--- src/rtl/cam_bringup_seq.sv ---
// Camera power-up / configuration sequencer.
// Walks the sensor through power-down release, XCLK start, a reset pulse and
// a boot settle time. It then launches the SCCB config engine and watches it
// with a timeout.
//
// Optional feature: define CAM_BRINGUP_RETRY_EN to enable up to three automatic
// full re-sequences after a config failure. This also adds the retry_cnt output.
//
// Pin map per state, as {xclk_en, cam_pwdn, cam_resetn}:
//   IDLE/PWDN/ERROR: 0,1,0
//   XCLK: 1,0,1
//   RST: 1,0,0
//   BOOT/CFG/READY: 1,0,1
// All outputs are flops loaded from the next-state decode, so they line up with state_o.
module cam_bringup_seq #(
  parameter int unsigned T_PWDN_CYC   = 125000,
  parameter int unsigned T_XCLK_CYC   = 12500,
  parameter int unsigned T_RST_CYC    = 125000,
  parameter int unsigned T_BOOT_CYC   = 625000,
  parameter int unsigned T_CFG_TO_CYC = 12500000,
  parameter int unsigned CNT_W        = 32
) (
  input  logic       clk_125mhz,
  input  logic       reset,
  input  logic       start,
  input  logic       stop,
  input  logic       cfg_done,
  input  logic       cfg_err,
  output logic       xclk_en,
  output logic       cam_pwdn,
  output logic       cam_resetn,
  output logic       cfg_start,
  output logic       ready,
  output logic       error,
`ifdef CAM_BRINGUP_RETRY_EN
  output logic [1:0] retry_cnt,
`endif
  output logic [2:0] state_o
);

  typedef enum logic [2:0] {
    StIdle  = 3'd0,
    StPwdn  = 3'd1,
    StXclk  = 3'd2,
    StRst   = 3'd3,
    StBoot  = 3'd4,
    StCfg   = 3'd5,
    StReady = 3'd6,
    StError = 3'd7
  } state_e;

  // Last counter value of a state lasting n cycles (n = 0 behaves as 1).
  function automatic logic [CNT_W-1:0] last_cycle(input int unsigned n);
    return (n == 0) ? '0 : CNT_W'(n - 1);
  endfunction

  localparam logic [CNT_W-1:0] PwdnLast = last_cycle(T_PWDN_CYC);
  localparam logic [CNT_W-1:0] XclkLast = last_cycle(T_XCLK_CYC);
  localparam logic [CNT_W-1:0] RstLast  = last_cycle(T_RST_CYC);
  localparam logic [CNT_W-1:0] BootLast = last_cycle(T_BOOT_CYC);
  localparam logic [CNT_W-1:0] CfgLast  = last_cycle(T_CFG_TO_CYC);

  state_e           state_q, state_d;
  logic [CNT_W-1:0] cnt_q, cnt_d;
  logic             xclk_en_q, xclk_en_d;
  logic             pwdn_q, pwdn_d;
  logic             resetn_q, resetn_d;
  logic             cfg_start_q, cfg_start_d;
  logic             ready_q, ready_d;
  logic             error_q, error_d;
`ifdef CAM_BRINGUP_RETRY_EN
  logic [1:0]       retry_q, retry_d;
`endif

  // Next-state, wait counter and retry bookkeeping.
  always_comb begin
    state_d = state_q;
`ifdef CAM_BRINGUP_RETRY_EN
    retry_d = retry_q;
`endif
    case (state_q)
      StIdle:  if (start) state_d = StPwdn;
      StPwdn:  if (cnt_q == PwdnLast) state_d = StXclk;
      StXclk:  if (cnt_q == XclkLast) state_d = StRst;
      StRst:   if (cnt_q == RstLast) state_d = StBoot;
      StBoot:  if (cnt_q == BootLast) state_d = StCfg;
      StCfg: begin
        // cfg_err beats cfg_done; cfg_done beats a timeout landing on the same cycle.
        if (cfg_err || (!cfg_done && cnt_q == CfgLast)) begin
`ifdef CAM_BRINGUP_RETRY_EN
          if (retry_q != 2'd3) begin
            state_d = StPwdn;
            retry_d = retry_q + 2'd1;
          end else begin
            state_d = StError;
          end
`else
          state_d = StError;
`endif
        end else if (cfg_done) begin
          state_d = StReady;
        end
      end
      StReady: state_d = StReady;
      StError: if (start) state_d = StPwdn;
      default: state_d = StIdle;
    endcase
    if (stop) begin
      state_d = StIdle;
`ifdef CAM_BRINGUP_RETRY_EN
      retry_d = 2'd0;
`endif
    end
`ifdef CAM_BRINGUP_RETRY_EN
    if (state_d == StReady && state_q != StReady) retry_d = 2'd0;
`endif
    // Untimed states keep the counter parked at zero.
    if (state_d != state_q || state_q inside {StIdle, StReady, StError}) begin
      cnt_d = '0;
    end else begin
      cnt_d = cnt_q + CNT_W'(1);
    end
  end

  // Pin decode of the next state, so the registered pins track state_o.
  always_comb begin
    xclk_en_d   = 1'b0;
    pwdn_d      = 1'b1;
    resetn_d    = 1'b0;
    unique case (state_d)
      StXclk, StBoot, StCfg, StReady: begin
        xclk_en_d = 1'b1;
        pwdn_d    = 1'b0;
        resetn_d  = 1'b1;
      end
      StRst: begin
        xclk_en_d = 1'b1;
        pwdn_d    = 1'b0;
      end
      default: ;
    endcase
    cfg_start_d = (state_d == StCfg) && (state_q != StCfg);
    ready_d     = (state_d == StReady);
    error_d     = (state_d == StError);
  end

  // State, counter and output registers; reset parks the sensor powered down.
  always_ff @(posedge clk_125mhz or posedge reset) begin
    if (reset) begin
      state_q     <= StIdle;
      cnt_q       <= '0;
      xclk_en_q   <= 1'b0;
      pwdn_q      <= 1'b1;
      resetn_q    <= 1'b0;
      cfg_start_q <= 1'b0;
      ready_q     <= 1'b0;
      error_q     <= 1'b0;
`ifdef CAM_BRINGUP_RETRY_EN
      retry_q     <= 2'd0;
`endif
    end else begin
      state_q     <= state_d;
      cnt_q       <= cnt_d;
      xclk_en_q   <= xclk_en_d;
      pwdn_q      <= pwdn_d;
      resetn_q    <= resetn_d;
      cfg_start_q <= cfg_start_d;
      ready_q     <= ready_d;
      error_q     <= error_d;
`ifdef CAM_BRINGUP_RETRY_EN
      retry_q     <= retry_d;
`endif
    end
  end

  assign xclk_en    = xclk_en_q;
  assign cam_pwdn   = pwdn_q;
  assign cam_resetn = resetn_q;
  assign cfg_start  = cfg_start_q;
  assign ready      = ready_q;
  assign error      = error_q;
  assign state_o    = state_q;
`ifdef CAM_BRINGUP_RETRY_EN
  assign retry_cnt  = retry_q;
`endif

endmodule
--- config.mk ---
export PLATFORM = sky130hd
export DESIGN_NAME = cam_bringup_seq
export DESIGN_NICKNAME = d
export VERILOG_FILES = /design/src/rtl/cam_bringup_seq.sv
export SDC_FILE = /design/constraint.sdc
export NUM_CORES = 1
export LEC_CHECK = 0
export ABC_AREA = 1
export CORE_ASPECT_RATIO = 0.75
export CORE_MARGIN = 5
export CORE_UTILIZATION = 40
export CTS_CLUSTER_SIZE = 14
export DETAILED_ROUTE_END_ITERATION = 7
export DONT_BUFFER_PORTS = 1
export GPL_ROUTABILITY_DRIVEN = 0
export SETUP_SLACK_MARGIN = 0.3
export SYNTH_ARGS = -nofsm -noshare
export SYNTH_HDL_FRONTEND = slang
export SYNTH_SLANG_ARGS = --single-unit
--- constraint.sdc ---
create_clock -name clk_125mhz -period 2.59 [get_ports clk_125mhz]
set_clock_uncertainty 0.05 [all_clocks]
set_input_delay 0.518 -clock clk_125mhz [delete_from_list [all_inputs] [get_ports clk_125mhz]]
set_output_delay 0.518 -clock clk_125mhz [all_outputs]
set_load 0.005 [all_outputs]
# Word level (Yosys, flattened, before mapping)
# Index checks and enable logic that the tools add are counted.
word_totals:
  reg_bits: 41
  in_bits: 6
  out_inout_bits: 9
  wordCells: 51
op_classes:
  n_addsub: 1
  eq_ne: 19
  n_mux: 13
  n_reduce_logical: 10
ops:
  columns: ["operator", "n"]
  rows:
  - ["32-bit by 1-bit adder with 32-bit output (second input constant)", 1]
  - ["32-bit by 14-bit equality test with 1-bit output (second input constant)", 1]
  - ["32-bit by 17-bit equality test with 1-bit output (second input constant)", 1]
  - ["32-bit by 20-bit equality test with 1-bit output (second input constant)", 1]
  - ["32-bit by 24-bit equality test with 1-bit output (second input constant)", 1]
  - ["32-bit 2-to-1 mux", 1]
  - ["3-bit equality test (second input constant)", 8]
  - ["3-bit 2-to-1 mux", 8]
  - ["3-bit case mux with 7 select lines", 1]
  - ["3-bit by 2-bit equality test with 1-bit output (second input constant)", 4]
  - ["5-bit OR reduction", 1]
  - ["4-bit OR reduction", 1]
  - ["3-bit by 1-bit equality test with 1-bit output (second input constant)", 1]
  - ["3-bit zero test", 1]
  - ["1-bit 2-to-1 mux", 3]
  - ["3-bit inequality test", 1]
  - ["3-bit inequality test (second input constant)", 1]
  - ["3-bit nonzero test", 1]
  - ["1-bit logical AND", 2]
  - ["1-bit logical OR", 2]
  - ["2-bit OR reduction", 1]
  - ["1-bit zero test", 1]

# Logic depth before layout (Yosys ltp)
# Gate-level depths: netlist of run 1.
logic_depth:
  ltp_word: 9
  ltp_mapped: 17
  mapped_depth_nobuf: 15

# Worst setup path before layout of run 1
# OpenSTA, ideal clock, no wires.
synth_path:
  kind: "reg2reg"
  start: "register cnt_q[0]"
  end: "register cnt_q[13]"
  setup_ns: 0.122
  arrival_ns: 1.765
  required_ns: 2.418
  path_slack_ns: 0.652
  path_stages_with_launch: 16
  n_path_buf: 1
  period_less_slack_ns: 1.938
  path_cell_list: "dfrtp_1 -> ha_1 -> nand2_2 -> nor2_2 -> nand3_1 -> nor2_2 -> nand2_2 -> a21oi_2 -> nand2_1 -> nand2_2 -> nand2_1 -> nand2_1 -> nor2_4 -> nand3_4 -> buf_6 -> nor2_2"
synth_via:
  elab_chain_cells: 9
  word_cells_on_any_way: 17
synth_rtl:
  columns: ["item", "line", "text"]
  rows:
  - ["from (decl)", "64", "logic [CNT_W-1:0] cnt_q, cnt_d;"]
  - ["from (signal assigned)", "163", "cnt_q <= cnt_d;"]
  - ["32-bit by 24-bit equality test with 1-bit output", "89", "if (cfg_err || (!cfg_done && cnt_q == CfgLast)) begin"]
  - ["1-bit logical AND", "89", null]
  - ["1-bit logical OR", "89", null]
  - ["3-bit 2-to-1 mux", "89", null]
  - ["3-bit case mux with 7 select lines", "81", "case (state_q)"]
  - ["3-bit 2-to-1 mux", "108", "if (stop) begin"]
  - ["3-bit inequality test", "118", "if (state_d != state_q || state_q inside {StIdle, StReady, StError}) begin"]
  - ["1-bit logical OR", "118", null]
  - ["32-bit 2-to-1 mux *", "118", null]
  - ["via cnt_d[13]", "64", null]
# The timed path passes the listed nets; every way through them passes the cells marked *.

# Worst setup path in the final report of run 1
layout_path:
  start: "register cnt_q[1]"
  end: "register cnt_q[31]"
# The elaborated chain is that of the path after synthesis.

==> results.toml, run 1 <==
[yosys]
ys_seq_area_share_pct = 38.76
yosys_warnings = 0
synthXorXnorAreaFrac_pct = 8.593
syn_area_um2 = 2650
syn_area_per_cell_um2 = 7.486
syn-num-nets = 361
netlist_instances = 354
synth-seq-cells = 41
synth_compound_area_share_pct = 2.833
synth_fa_ha_area_share_pct = 0.4721
synth_top_family_by_area = "simple AND/OR/NAND/NOR gates"
yosysUniqueCellTypes = 29
synthSimpleGateAreaFrac_pct = 40.04
synthMuxAreaShare_pct = 0

[layout]
drive_gt1_share_pct = 27.20
stdcell_area_um2 = 3139
post-route-util_pct = 49.20
area_delta_synth_final_pct = 18.46
nets = 381
fillers = 657
stdcell_count = 456
antenna_cells = 0

[timing]
fin_crit_sh_pct = 83.71
setup_viol = 0
relSlewSlack_pct = 60.48
rsz0062_at_grt = "yes"
worst_hold_slack_ps = 170.0
layout_min_cycle_time_ps = 2168
maxSlewViolCount = 0
fmax_mhz = 461.3
final-hold-violation-count = 0
fin_setup_tns_ps = 0
layout_setup_ws_ps = 422.0
tightest_slew_ps = 588.3

[floorplan]
start_util_pct = 41.53
ios = 15
core_area_um2 = 6381
num_rows = 25
fp.dieArea_um2 = 8370
die-width_um = 104.0
die_h_um = 80.49

[setup_path]
cp_slowest_cell = "dfrtp_1"
worstPathMaxFanout = 14
cp.arrival_ps = 2340
crit_chain = "ha_4, nand2_2, nor2_4, nand3_2, nor2_4, nand2_4, a21oi_2, nand2_1, nand2_2, nor2_1, nor2_4, nand3_4, buf_12, nor2_1"
critPathMaxStageDelay_ps = 420
critPathKind = "flip-flop to flip-flop"
cp-end-kind = "flip-flop"
crit_buf_inv = 1
cp_common_cell = "nor2_4"
cp_top_family = "simple AND/OR/NAND/NOR gates"
startpoint_type = "flip-flop"
crit_required_ps = 2760

[clock_network]
clock_latency_ps = 290
cts.clk_slew.worst_paths_ps = 90
clock_path_buffers = 2
cts.sinks = 41
cts_tree = "built"
htreeDepth = 2
cts_buffers = 5
ctsHoldBuffers = 0
cts_root_buf = "clkbuf_8"

[outcome]
status = "completed"

[grt]
grt_max_degree = 42
grt_pass1_wl_um = 11000
first_global_vias = 2281
antenna_found_initial = 0
grt-ovfl-total = 0
grtUsageTotal_pct = 16.24

[min_path]
min-delay-path-class = "input port to async pin"

[power_and_ir_drop]
power_density_nw_per_um2 = 706.2
p_leak_nw = 1.300
fin_total_pwr_mw = 2.217
peakVddDrop_mv = 0.4825

[placement]
dp.cells = 430
numPortBuffers = 0
dp_slack_ps = 22.37
dp_hpwl_um = 4498
placed_area_um2 = 2711

[route]
routed_wl_um = 6592
first_pass_iters = 5
drc = 0
vias = 2320
drtIter0Drc = 146
wl_per_cell_um = 14.46
viasPerCell = 5.088
ant_nets = 0

[job]
cap_violations = 0
## registers in the layout (all words and copies together), names as in the netlist
signal      cells
cam_pwdn        1
cam_resetn      1
cfg_start       1
cnt_q          32
error           1
ready           1
state_o         3
xclk_en         1
## power breakdown
group / internal, mW / switching (mW)
sequential: 0.687 / 0.0612
combinational: 0.334 / 0.521
clock: 0.383 / 0.230
total: 1.40 / 0.813
## final cells by class
class,instances,area [um^2],share of cell area (%)
clock buffer,5,68.82,2.192
tap,81,101.3,3.228
timing repair buffer,18,160.2,5.102
sequential,41,1033,32.92
clock inverter,3,65.06,2.073
inverter,53,198.9,6.337
multi-input combinational,255,1511,48.15
## cell usage after synthesis
| cell type | number | area share [%] |
|---|---|---|
| a211oi_2 | 1 | 0.47 |
| a21oi_1 | 2 | 0.38 |
| a21oi_2 | 2 | 0.66 |
| buf_2 | 2 | 0.38 |
| buf_6 | 3 | 1.3 |
| clkbuf_1 | 1 | 0.14 |
| dfrtp_1 | 40 | 38 |
| dfstp_2 | 1 | 0.99 |
| ha_1 | 1 | 0.47 |
| inv_1 | 48 | 6.8 |
| inv_2 | 5 | 0.71 |
| nand2_1 | 64 | 9.1 |
| nand2_2 | 5 | 1.2 |
| nand3_1 | 22 | 4.2 |
| nand3_2 | 1 | 0.38 |
| nand3_4 | 1 | 0.66 |
| nand4_1 | 14 | 3.3 |
| nor2_1 | 51 | 7.2 |
| nor2_2 | 31 | 7.3 |
| nor2_4 | 1 | 0.42 |
| nor3_1 | 16 | 3.0 |
| nor3_2 | 4 | 1.5 |
| nor3_4 | 1 | 0.61 |
| nor4_1 | 5 | 1.2 |
| o211ai_1 | 1 | 0.28 |
| o21ai_0 | 4 | 0.76 |
| o21bai_1 | 1 | 0.28 |
| xnor2_1 | 3 | 0.99 |
| xor2_1 | 23 | 7.6 |
## logic make-up after synthesis
| kind of cell | after synthesis |
|---|---|
| simple gates | 216 |
| buf+inv | 59 |
| flops | 41 |
| xor+xnor | 26 |
| compound gates | 11 |
| fa+ha+maj | 1 |
## per-layer routing
metal	GRT usage (%)	vias up	part of all wire (%)	wire, um
met5	0	-	0	0
met1	23.84	1096	51	3372
met2	23.60	66	42	2749
met4	4.269	0	1.2	78
met3	4.096	9	5.9	392
li1	-	1149	-	-
## worst register-to-register path, stage by stage (launching register included)
cell and delay (ps):
dfrtp_1 420, ha_4 170, nand2_2 80, nor2_4 120, nand3_2 100, nor2_4 130
nand2_4 80, a21oi_2 110, nand2_1 60, nand2_2 110, nor2_1 80, nor2_4 200
nand3_4 110, buf_12 160, nor2_1 100
## cell usage in the layout (no fill, tap or decap), types with 3 or more instances in the layout
cell type	n
nor2_2	33
dfrtp_2	5
nand3_2	5
nand4_1	14
nor2_1	46
inv_2	7
nand2_2	4
xnor2_1	3
nor3_1	16
nor4_1	3
clkbuf_8	5
nor2_4	4
dfrtp_1	35
o21ai_0	4
nand3_4	3
xor2_1	22
nand3_1	17
nand2_1	63
nor3_4	3
inv_1	45
buf_4	16
## repair_timing
action                                 CTS  global route
cloned                                   1             0
pin swaps                                3            15
gates resized for setup                  4            28
endpoints found under the hold margin    0             0
buffers inserted                         6            11
setup endpoints to repair               32            32
## path summary, 6_finish.rpt
kind	startpoint	to	slack, ps	depth (start not counted)
min in group clk_125mhz	stop	error	390	3
hold reg to reg	cnt_q[30]	cnt_q[30]	540	3
max in group asynchronous	reset	cnt_q[18]	1930	2
setup / recovery	cnt_q[1]	cnt_q[31]	420	14
setup reg to reg	cnt_q[1]	cnt_q[31]	420	14
hold / removal	reset	cnt_q[21]	170	2
Note: power is estimated with default switching activity, not from simulation.
==> inputs of run 2 (changes only) <==
Clock period 2.59 ns to 1.85 ns, I/O delays scaled along.
==> results.toml, run 2 (synthesis results as in run 1) <==
[grt]
use_met2_pct = 29.64
gr-usage-met1_pct = 26.42
grt_max_degree = 42
first_global_vias = 2638
grtUsageTotal_pct = 18.69
grt-busiest-layer = "met2"
grt_use_met3_pct = 4.739
antenna_found_initial = 0
grt_pass1_wl_um = 12590
grt-ovfl-total = 0

[floorplan]
die-width_um = 104.0
start_util_pct = 41.53
die_h_um = 80.49
core_area_um2 = 6381
num_rows = 25
fp.dieArea_um2 = 8370
ios = 15

[clock_network]
cts.clk_slew.worst_paths_ps = 90
cts_tree = "built"
cts_buffers = 5
htreeDepth = 2
ctsHoldBuffers = 0
clock_path_buffers = 2
cts.sinks = 41
clock_latency_ps = 300
cts_root_buf = "clkbuf_8"

[placement]
numPortBuffers = 0
placed_area_um2 = 3423
dp.cells = 519
dp_hpwl_um = 5526

[setup_path]
startpoint_type = "flip-flop"
crit_chain = "inv_1, buf_4, nor3_1, nand4_1, nor4_1, buf_4, nand4_1, xor2_1, nor2_2"
r2r_start = "cnt_q[4]"
worstPathMaxFanout = 4
cp.arrival_ps = 2250
critPathMaxStageDelay_ps = 390
cp-startpoint = "cnt_q[4]"
cp_top_family = "simple AND/OR/NAND/NOR gates"
cp-end-kind = "flip-flop"
crit_buf_inv = 3
crit_required_ps = 2000
r2r_setup_slack_ps = -250
critPathKind = "flip-flop to flip-flop"
cp_slowest_cell = "dfrtp_1"

[layout]
nets = 457
stdcell_count = 532
antenna_cells = 0
top_register = "cnt_q"
drive_gt1_share_pct = 43.46
area_delta_synth_final_pct = 42.63
stdcell_area_um2 = 3780
final_common_cell = "buf_4"
post-route-util_pct = 59.24
largest_reg_flops = 32
layout_common_cells = "buf_4, nand2_1, inv_1"

[power_and_ir_drop]
p_leak_nw = 1.740
peakVddDrop_mv = 0.7520
power_density_nw_per_um2 = 784.4

[route]
ant_nets = 0
vias = 2575
wl_per_cell_um = 13.97
drtIter0Drc = 143
drc = 0
viasPerCell = 4.840
first_pass_iters = 4
routed_wl_um = 7432

[outcome]
status = "finished with violations"
violations = "setup timing"

[timing]
layout_min_cycle_time_ps = 2102
tightest_slew_ps = 521.8
fmax_mhz = 475.7
rsz0062_at_grt = "yes"
relSlewSlack_pct = 65.21
final-hold-violation-count = 0
setup_viol = 39
maxSlewViolCount = 0
layout_setup_ws_ps = -252.2
worst_hold_slack_ps = 28.86
fin_crit_sh_pct = 113.6

[min_path]
min-delay-path-class = "input port to async pin"

[job]
cap_violations = 0
run 2: cell types whose count changed in the layout (fill, tap and decap cells not counted), sizes merged:
cell,change
nand3,-1
bufinv,-2
clkinv,-1
buf,+77
clkinvlp,+1
inv,+2
run 2: path summary, 6_finish.rpt:
check                                 end  depth (start not counted)
max in group asynchronous        cnt_q[2]                          2
worst min-delay path                error                          2
worst min register to register   cnt_q[0]                          2
min in group clk_125mhz          cam_pwdn                          5
worst max-delay path            cnt_q[31]                          9
worst max register to register  cnt_q[31]                          9
run 2: per-layer routing:
layer	vias up	wire length, um
li1	1300	-
met1	1209	3700
met2	59	3238
met3	7	456
met4	0	36
met5	-	0
run 2: what timing repair did:
item | 4_1_cts | 5_1_grt
setup buffers | 4 | 1
resized for setup | 40 | 19
pin swaps | 10 | 13
endpoints found under the setup margin | 41 | 41
run 2: layout make-up:
cell class,count,area (um^2)
inverter,53,203.9
clock inverter,3,25.02
multi-input combinational,254,1592
fill,572,2601
tap,81,101.3
sequential,41,1028
clock buffer,5,68.82
timing repair buffer,95,760.7
run 2: where the power goes:
| part | internal (mW) | switching [mW] | leakage, nW | total, mW |
|---|---|---|---|---|
| clock | 0.272 | 0.350 | 0.0447 | 0.623 |
| combinational | 0.570 | 0.755 | 1.13 | 1.32 |
| sequential | 0.957 | 0.0597 | 0.564 | 1.02 |
| total | 1.80 | 1.16 | 1.74 | 2.96 |
run 2: per-stage QoR:
step	total power, mW	TNS [ps]	setup WS (ps)
floorplan	1.789	-1266	-49.75
global placement	2.158	-4059	-188.7
detailed placement	2.173	-5516	-193.1
CTS	2.946	-5326	-191.7
global route	3.142	-12840	-378.2
finish	2.965	-7493	-252.2
==> inputs of run 3 (changes only) <==
Settings changed: CORE_UTILIZATION 40 to 25.
==> results.toml, run 3 (synthesis results as in run 1) <==
[setup_path]
critPathMaxStageDelay_ps = 350
cp_slowest_cell = "dfrtp_1"
critPathKind = "flip-flop to flip-flop"
r2r_cells = 12
r2r-end = "cnt_q[24]"
crit_required_ps = 1970
worstPathMaxFanout = 4
crit_buf_inv = 1
cp_top_family = "simple AND/OR/NAND/NOR gates"
cp_common_cell = "nor2_2"
cp-end-kind = "flip-flop"
r2r_setup_slack_ps = -310
cp.arrival_ps = 2290
startpoint_type = "flip-flop"
crit_chain = "ha_2, nand2_4, nor2_2, nand2_1, nor2_2, nand2_2, buf_4, nor3_4, nand2_4, nor4_2, xor2_1, nor2_2"
r2r_start = "cnt_q[1]"

[clock_network]
cts_buffers = 5
cts_tree = "built"
cts.sinks = 41
htreeDepth = 2
clock_path_buffers = 2
cts_root_buf = "clkbuf_16"
cts.clk_slew.worst_paths_ps = 60
clock_latency_ps = 280

[grt]
grt-ovfl-total = 0
antenna_found_initial = 0
grtUsageTotal_pct = 12.44
grt_pass1_wl_um = 12940
first_global_vias = 2648
grt_max_degree = 17

[power_and_ir_drop]
fin_total_pwr_mw = 3.709
p_leak_nw = 1.801
power_density_nw_per_um2 = 906.2
peakVddDrop_mv = 0.4340

[timing]
layout_min_cycle_time_ps = 2160
layout_setup_ws_ps = -310.3
final-hold-violation-count = 0
rsz0062_at_grt = "yes"
worst_hold_slack_ps = 274.2
fin_crit_sh_pct = 116.8
maxSlewViolCount = 0
tightest_slew_ps = 484.0
fmax_mhz = 462.9
setup_viol = 39
relSlewSlack_pct = 67.70

[route]
viasPerCell = 4.497
drtIter0Drc = 269
first_pass_iters = 4
drc = 0
vias = 2689
ant_nets = 0
wl_per_cell_um = 13.34
routed_wl_um = 7975

[min_path]
hold_path_end = "state_o[2]"
holdPathStages = 3
min-delay-path-class = "input port to flip-flop"
hp-start = "stop"

[job]
cap_violations = 0

[layout]
layout_common_cells = "buf_4, nand2_1, inv_1"
area_delta_synth_final_pct = 54.44
seq_area_um2 = 1027
drive_gt1_share_pct = 44.37
multi_input_area_um2 = 1664
nets = 468
largest_reg_flops = 32
final_common_cell = "buf_4"
fillers = 1015
top_register = "cnt_q"
antenna_cells = 0

[placement]
dp_hpwl_um = 5847
numPortBuffers = 0

[floorplan]
die-width_um = 128.9
fp.dieArea_um2 = 12780
core_area_um2 = 10330
num_rows = 32
start_util_pct = 25.65
ios = 15
die_h_um = 99.17

[outcome]
status = "finished with violations"
violations = "setup timing"
run 3: final cells by class:
cell class / count / share of cell area, %
clock buffer: 6 / 3.149
clock inverter: 2 / 0.8560
inverter: 53 / 4.983
multi-input combinational: 254 / 40.66
sequential: 41 / 25.10
tap: 136 / 4.158
timing repair buffer: 106 / 21.09
run 3: metal layers:
layer | wire length, um | vias to the layer above | global-route usage (%)
li1 | - | 1328 | -
met1 | 3762 | 1274 | 18.38
met2 | 3554 | 75 | 19.03
met3 | 549 | 12 | 2.415
met4 | 108 | 0 | 2.179
met5 | 0 | - | 0
run 3: power breakdown:
| group | total (mW) | leakage (nW) | internal, mW | switching [mW] |
|---|---|---|---|---|
| sequential | 1.02 | 0.566 | 0.959 | 0.0589 |
| clock | 1.00 | 0.0808 | 0.635 | 0.367 |
| combinational | 1.69 | 1.15 | 0.729 | 0.959 |
run 3: tightest hold or removal path, delay by kind of cell:
family	cells	cell delay (ps)
buffers and inverters	1	60
AND/OR/NAND/NOR	1	100
AO/OA/AOI/OAI	1	40
run 3: what timing repair did:
action,CTS,global route
setup buffers,6,1
pin swaps,4,14
hold endpoints to repair,10,0
gates resized for setup,23,51
hold buffers,1,0
cloned,0,1
endpoints found under the setup margin,41,41
run 3: stage by stage:
stage	cells	area [um^2]	TNS, ps	util, %	setup WS [ps]
6_report	598	4093	-9773	39.62	-310.3
5_1_grt	598	4093	-14990	39.62	-443.8
4_1_cts	596	3839	-6922	37.16	-213.7
3_5_place_dp	581	3545	-8870	34.31	-294.0
3_3_place_gp	581	3545	-5668	34.31	-220.2
2_1_floorplan	354	2676	-1266	-	-49.75
run 3: worst max-delay path by stage:
stage                endpoint  cells after the start  slack, ps      from
floorplan           cnt_q[24]                     14        -50  cnt_q[0]
global placement    cnt_q[30]                     12       -220  cnt_q[0]
detailed placement  cnt_q[27]                     14       -290  cnt_q[0]
CTS                 cnt_q[21]                     14       -210  cnt_q[1]
global route        cnt_q[24]                     12       -440  cnt_q[1]
finish              cnt_q[24]                     12       -310  cnt_q[1]
